File: config.mk
export PLATFORM = sky130hd
export DESIGN_NAME = program_loader
export DESIGN_NICKNAME = d
export VERILOG_FILES = /design/src/rtl/program_loader.sv
export SDC_FILE = /design/constraint.sdc
export NUM_CORES = 1
export LEC_CHECK = 0
export ABC_AREA = 1
export BUFFER_PORTS_ARGS = -buffer_cell sky130_fd_sc_hd__clkbuf_2
export CAP_MARGIN = 20
export CORE_MARGIN = 5
export CORE_UTILIZATION = 25
export CTS_BUF_LIST = sky130_fd_sc_hd__clkbuf_16
export CTS_CLUSTER_SIZE = 10
export DETAILED_ROUTE_END_ITERATION = 10
export SYNTH_ARGS = -nofsm -noshare
export SYNTH_HDL_FRONTEND = slang
export SYNTH_SLANG_ARGS = --single-unit
File: constraint.sdc
create_clock -name clk_i -period 2 [get_ports clk_i]
set_input_delay 0.4 -clock clk_i [delete_from_list [all_inputs] [get_ports clk_i]]
set_output_delay 0.4 -clock clk_i [all_outputs]
set_load 0.01 [all_outputs]
File: src/rtl/program_loader.sv
// Boot-stage loader: receives a length/bytes/checksum stream over valid/ready,
// writes the program into the 16x4 instruction memory low nibble first,
// pads unused words with NOP, and releases the CPU only after a clean load.
//
// Ports:
//   clk_i, reset_i       clock, synchronous active-high reset
//   load_start_i         begin a load from IDLE, DONE or ERR
//   in_valid_i/in_data_i stream byte {operand, opcode}
//   in_ready_o           byte accepted this cycle when in_valid_i is high
//   mem_we_o/mem_addr_o/mem_wdata_o  instruction-memory nibble write port
//   cpu_reset_o          holds the CPU in reset except when DONE
//   done_o / error_o     load verified / load rejected
module program_loader (
    input  logic       clk_i,
    input  logic       reset_i,
    input  logic       load_start_i,
    input  logic       in_valid_i,
    input  logic [7:0] in_data_i,
    output logic       in_ready_o,
    output logic       mem_we_o,
    output logic [3:0] mem_addr_o,
    output logic [3:0] mem_wdata_o,
    output logic       cpu_reset_o,
    output logic       done_o,
    output logic       error_o
);

    localparam logic [3:0] S_IDLE  = 4'd0;
    localparam logic [3:0] S_LEN   = 4'd1;
    localparam logic [3:0] S_RECV  = 4'd2;
    localparam logic [3:0] S_WR_LO = 4'd3;
    localparam logic [3:0] S_WR_HI = 4'd4;
    localparam logic [3:0] S_CHK   = 4'd5;
    localparam logic [3:0] S_FILL  = 4'd6;
    localparam logic [3:0] S_DONE  = 4'd7;
    localparam logic [3:0] S_ERR   = 4'd8;

    logic [3:0] state_q, state_d;
    logic [3:0] len_q, len_d;
    logic [2:0] cnt_q, cnt_d;
    logic [7:0] xsum_q, xsum_d;
    logic [7:0] hold_q, hold_d;
    logic [3:0] faddr_q, faddr_d;
    logic       accept;

    assign accept = in_valid_i && in_ready_o;

    always_comb begin
        state_d = state_q;
        len_d   = len_q;
        cnt_d   = cnt_q;
        xsum_d  = xsum_q;
        hold_d  = hold_q;
        faddr_d = faddr_q;
        case (state_q)
            S_IDLE: begin
                if (load_start_i) state_d = S_LEN;
            end
            S_LEN: begin
                if (accept) begin
                    if (in_data_i == 8'd0 || in_data_i > 8'd8) begin
                        state_d = S_ERR;
                    end else begin
                        len_d   = in_data_i[3:0];
                        cnt_d   = 3'd0;
                        xsum_d  = 8'd0;
                        state_d = S_RECV;
                    end
                end
            end
            S_RECV: begin
                if (accept) begin
                    hold_d  = in_data_i;
                    xsum_d  = xsum_q ^ in_data_i;
                    state_d = S_WR_LO;
                end
            end
            S_WR_LO: state_d = S_WR_HI;
            S_WR_HI: begin
                // cnt wraps 7->0 on the eighth byte; len==8 routes to CHK first
                cnt_d = cnt_q + 3'd1;
                if ({1'b0, cnt_q} + 4'd1 == len_q) state_d = S_CHK;
                else                               state_d = S_RECV;
            end
            S_CHK: begin
                if (accept) begin
                    if (in_data_i != xsum_q) begin
                        state_d = S_ERR;
                    end else if (len_q == 4'd8) begin
                        state_d = S_DONE;
                    end else begin
                        faddr_d = {len_q[2:0], 1'b0};
                        state_d = S_FILL;
                    end
                end
            end
            S_FILL: begin
                // Address 15 is the final pad write; hold there instead of wrapping
                if (faddr_q == 4'd15) begin
                    state_d = S_DONE;
                end else begin
                    faddr_d = faddr_q + 4'd1;
                end
            end
            S_DONE, S_ERR: begin
                if (load_start_i) state_d = S_LEN;
            end
            default: state_d = S_IDLE;
        endcase
    end

    always_ff @(posedge clk_i) begin
        if (reset_i) begin
            state_q <= S_IDLE;
            len_q   <= 4'd0;
            cnt_q   <= 3'd0;
            xsum_q  <= 8'd0;
            hold_q  <= 8'd0;
            faddr_q <= 4'd0;
        end else begin
            state_q <= state_d;
            len_q   <= len_d;
            cnt_q   <= cnt_d;
            xsum_q  <= xsum_d;
            hold_q  <= hold_d;
            faddr_q <= faddr_d;
        end
    end

    // Moore outputs decoded from registered state only
    always_comb begin
        in_ready_o  = 1'b0;
        mem_we_o    = 1'b0;
        mem_addr_o  = 4'd0;
        mem_wdata_o = 4'd0;
        cpu_reset_o = 1'b1;
        done_o      = 1'b0;
        error_o     = 1'b0;
        case (state_q)
            S_LEN, S_RECV, S_CHK: in_ready_o = 1'b1;
            S_WR_LO: begin
                mem_we_o    = 1'b1;
                mem_addr_o  = {cnt_q, 1'b0};
                mem_wdata_o = hold_q[3:0];
            end
            S_WR_HI: begin
                mem_we_o    = 1'b1;
                mem_addr_o  = {cnt_q, 1'b1};
                mem_wdata_o = hold_q[7:4];
            end
            S_FILL: begin
                mem_we_o    = 1'b1;
                mem_addr_o  = faddr_q;
            end
            S_DONE: begin
                done_o      = 1'b1;
                cpu_reset_o = 1'b0;
            end
            S_ERR: error_o = 1'b1;
            default: ;
        endcase
    end

endmodule
[Yosys cells after proc, flatten, opt, wreduce, memory -nomap -nowiden]
Cells that the tools add are included.
Storage, ports and cells
  logic and storage cells: 78
  bits in registers: 31
Cells by class
  equal/unequal tests: 21
  add/subtract/negate cells: 3
  bitwise operators: 2
  reduce and logical (&&, ||, !) cells: 16
  mux-type cells: 29
  $lt $le $gt $ge: 1
Operators with widths (number)
  2-to-1 mux 4 bit: 11
  one-hot mux 4 bit (7 select lines): 1
  2-to-1 mux 8 bit: 3
  == test 4 x 3 -> 1 bit, second input constant: 4
  inequality test 2 bit, second input constant: 8
  one-hot mux 4 bit (2 select lines): 2
  one-hot mux 8 bit (2 select lines): 1
  == test 4 bit, second input constant: 3
  one-hot mux 4 bit (3 select lines): 1
  AND reduction 5 bit: 2
  2-to-1 mux 3 bit: 3
  OR reduction 3 bit: 3
  == test 4 x 2 -> 1 bit, second input constant: 2
  > comparator 8 x 4 -> 1 bit, second input constant: 1
  logical NOT 8 bit: 1
  inequality test 8 bit: 1
  bitwise XOR 8 bit: 1
  2-to-1 mux 1 bit: 6
  one-hot mux 3 bit (2 select lines): 1
  AND reduction 3 bit: 2
  nonzero test 2 bit: 3
  adder 3 x 1 -> 4 bit, second input constant: 1
  adder 4 x 1 -> 4 bit, second input constant: 1
  == test 4 x 1 -> 1 bit, second input constant: 1
  other kinds (9): 9

[Depth between registers and ports, before layout]
  word-level depth: 6
  mapped depth: 11
  gate-level depth less buffers: 11

[Worst setup path after synthesis]
OpenSTA, ideal clock, no wires.
  path type: register to output
  start: register state_q[2]
  end: output port mem_wdata_o[0]
  data arrival time: 1.237 ns
  data required time: 1.600 ns
  path slack: 0.363 ns
  cell stages (with the launch flop): 7
  cell sequence: dfxtp_1 inv_1 nor2_1 inv_1 nor3_4 inv_1 o22ai_1
On the way
  longest elaborated chain between the ends: 2
RTL lines
  start: declaration: line 38  | logic [3:0] state_q, state_d;
  start signal: assignment: line 121  | state_q <= state_d;
  == test 4 x 3 -> 1 bit or == test 4 x 2 -> 1 bit (tied branches): line 139  | case (state_q)
  one-hot mux 4 bit (2 select lines) *: line 139
  end: declaration: line 22  | output logic [3:0] mem_wdata_o,
Mark *: on every way between the ends. The rest lies on a longest branch, timed or not.

[Final worst setup path]
  start: register state_q[2]
  end: output port mem_addr_o[1]
On the way
  longest elaborated chain between the ends: 2
RTL lines
  == test 4 x 3 -> 1 bit or == test 4 x 2 -> 1 bit (tied branches): line 139
  one-hot mux 4 bit (3 select lines) *: line 139
  end: declaration: line 21  | output logic [3:0] mem_addr_o,
Marks and branches as above.

==> flow_summary.ini <==
[status]
status = complete, no violations

[worst_hold_path]
hold_class = input pin to flip-flop
hold_path.startpoint = reset_i
holdPathStages = 2
whs_endpoint = state_q[1]$_SDFFE_PP0P_

[cts]
clk_path_buf_depth = 2
cts_tree = yes
numClockSinks = 31
cts_buffers = 5
clock_latency_ns = 0.27
cts_max_level = 2
holdBufCountCts = 0
cts.clk_slew.worst_paths_ns = 0.05
clock-root-buffer = clkbuf_16

[logic_synthesis]
synth_nets = 310
yosysTopAreaCellShare = 0.331
ys_seq_elements = 31
post-synth-top-count-cell = nand2_1
synthTopCellsByArea = dfxtp_1 33%, nand2_1 14%, inv_1 9.0%
synth-main-ff-cell = dfxtp_1
synth_cell_types = 29
yosysSeqAreaShare = 0.331
synthArstFlopShare = 0
synth_edf_count = 0
synth.avg_cell_area_um2 = 6.34
synth_warnings = 0
synth_top_cell_by_area = dfxtp_1
netlist_instances = 296
ys_top_cells_by_count = 69 x nand2_1, 45 x inv_1, 43 x nor2_1, 31 x dfxtp_1, 24 x o21ai_0
netlist_area_um2 = 1880

[sta]
slew_violations = 0
whs_ns = 0.417
fmax_ghz = 0.517
worstMarginPinSlew_ns = 0.560
finalCritPeriodShare = 0.968
finalSetupTns_ns = 0
slew-limit-headroom = 0.626
setup_viol = 0
rsz0062_at_grt = true
hold_viol = 0
fin_crit_ns = 1.94
skew_ns = 0.00332

[layout]
fillers = 822
fin_cells = 426
diodes = 0
final_util = 0.317
area_growth_pct = 23.3
design_area_um2 = 2310
post_route_cells_drive_above_1_share = 0.193
nets = 340

[placed_design]
dp_cells = 416
gp_congestion = 0.833
dpl.hpwl_mm = 3.62
portBuffers = 24
place_area_um2 = 2090

[floorplanning]
start_util = 0.257
die_w_um = 96.6
boundaryPins = 25
core_area_um2 = 7290
die_h_um = 96.6
rows = 31
dieArea_um2 = 9330

[worst_setup_path]
critPathLaunchType = flip-flop
cp_top_family = simple AND/OR/NAND/NOR gates
reg2reg_depth = 11
timing.rr.start = state_q[3]$_SDFFE_PP0P_
path_depth = 7
worstPathCellList = inv_2, nor2_4, inv_2, nor3_4, nor2_2, o21ai_1, buf_2
path_class = flip-flop to output pin
cp_max_fo = 4
crit_buf_inv = 3
endpoint_kind = output pin
crit_top_cell = inv_2
worstPathArrival_ns = 1.54
crit_required_ns = 1.60
reg2reg_slack_ns = 0.24
rr_endpoint = xsum_q[6]$_SDFFE_PP0P_
crit_start = state_q[2]$_SDFFE_PP0P_
max_stage_delay_ns = 0.33
cpMaxStageDelayCell = dfxtp_2

[route]
drc = 0
dr.pass1.iters = 4
vias = 1843
ant_nets = 0
wl_per_cell_um = 11.3
routed_wl_mm = 4.80
via_per_inst = 4.33
drtIter0Drc = 170

[grt]
grt_max_degree = 22
antenna_found_initial = 0
overflow = 0
track_usage = 0.104
grt_pass1_wl_mm = 8.10
grt_pass1_vias = 1719

[flow_run]
cap_violations = 0

[pwr]
power-per-cell-area_nw_per_um2 = 736
power_leakage_nw = 0.998
ir_drop_v = 0.000353
## stage by stage
step | power (mW) | setup WS, ns
2_1_floorplan | 0.811 | 0.363
5_1_grt | 1.77 | -0.0330
6_report | 1.70 | 0.0647
3_5_place_dp | 0.860 | 0.199
3_3_place_gp | 0.859 | 0.255
4_1_cts | 1.71 | 0.00581
## state kept, by name, summed over array words and instances (netlist names)
signal and flops:
hold_q 8, faddr_q 4, len_q 4, xsum_q 8, state_q 4, cnt_q 3
## area by class of cell
class | count | area [µm²] | share of cell area
clock buffers | 5 | 125 | 0.0541
clock inverters | 3 | 38.8 | 0.0168
inverters | 48 | 184 | 0.0795
multi-input cells | 212 | 1070 | 0.462
flip-flops and latches | 31 | 623 | 0.269
well taps | 99 | 124 | 0.0536
repair buffers | 28 | 150 | 0.0649
## where the power goes
part,switching (mW),internal [mW],total (mW)
Sequential,0.0181,0.638,0.656
Combinational,0.126,0.0674,0.194
Clock,0.272,0.580,0.852
## worst register-to-register path, stage by stage (launching register included)
cell and delay, ns:
dfxtp_1 0.42, inv_1 0.11, nand2_2 0.14, inv_1 0.07, nand2_1 0.09, inv_2 0.06
nor2_4 0.11, nor2_1 0.05, nand2_1 0.27, inv_1 0.17, nor2_1 0.11, nor2_1 0.05
## cells in the final DEF, fill, tap and decap left out, types with 4 or more instances in the layout
| cell type | n |
|---|---|
| nor2_1 | 40 |
| dfxtp_1 | 29 |
| nor2_4 | 5 |
| buf_4 | 4 |
| clkbuf_2 | 18 |
| nand2_2 | 5 |
| xnor2_1 | 6 |
| o21ai_1 | 6 |
| nand2_1 | 68 |
| buf_2 | 6 |
| inv_1 | 42 |
| nand3_1 | 18 |
| a21oi_1 | 23 |
| inv_2 | 4 |
| o21ai_0 | 22 |
| clkbuf_16 | 5 |
## metal layers
layer / vias to the layer above / GRT usage / part of all wire / wire (µm)
met1: 804 / 0.136 / 0.48 / 2330
li1: 993 / - / - / -
met5: - / 0 / 0 / 0
met2: 44 / 0.161 / 0.46 / 2190
met4: 0 / 0.0356 / 0.0071 / 34
met3: 2 / 0.0317 / 0.052 / 248
## worst max-delay path by stage
stage,endpoint,slack (ns)
final,mem_addr_o[1],0.06
after global routing,mem_addr_o[2],-0.03
after CTS,mem_wdata_o[0],0.006
after detailed placement,mem_wdata_o[0],0.20
after global placement,mem_wdata_o[0],0.25
after floorplan,mem_wdata_o[0],0.36
## logic make-up (layout without fill, tap and decap cells)
family | after synthesis | count (layout) | synth area share
buffers and inverters | 53 | 84 | 0.121
DFF | 31 | 31 | 0.331
AOI/OAI and AO/OA | 59 | 59 | 0.166
and+or+nand+nor | 144 | 144 | 0.336
xor gates and xnor gates | 7 | 7 | 0.0327
adders and majority gates | 2 | 2 | 0.0133
## repair_timing
action | CTS | global route
gates cloned | 0 | 0
endpoints found under the setup margin | 9 | 8
hold endpoints to repair | 0 | 0
gates resized for setup | 2 | 21
buffers inserted | 2 | 0
pin swaps | 1 | 2
No activity file was read; power rests on OpenSTA's default activity.
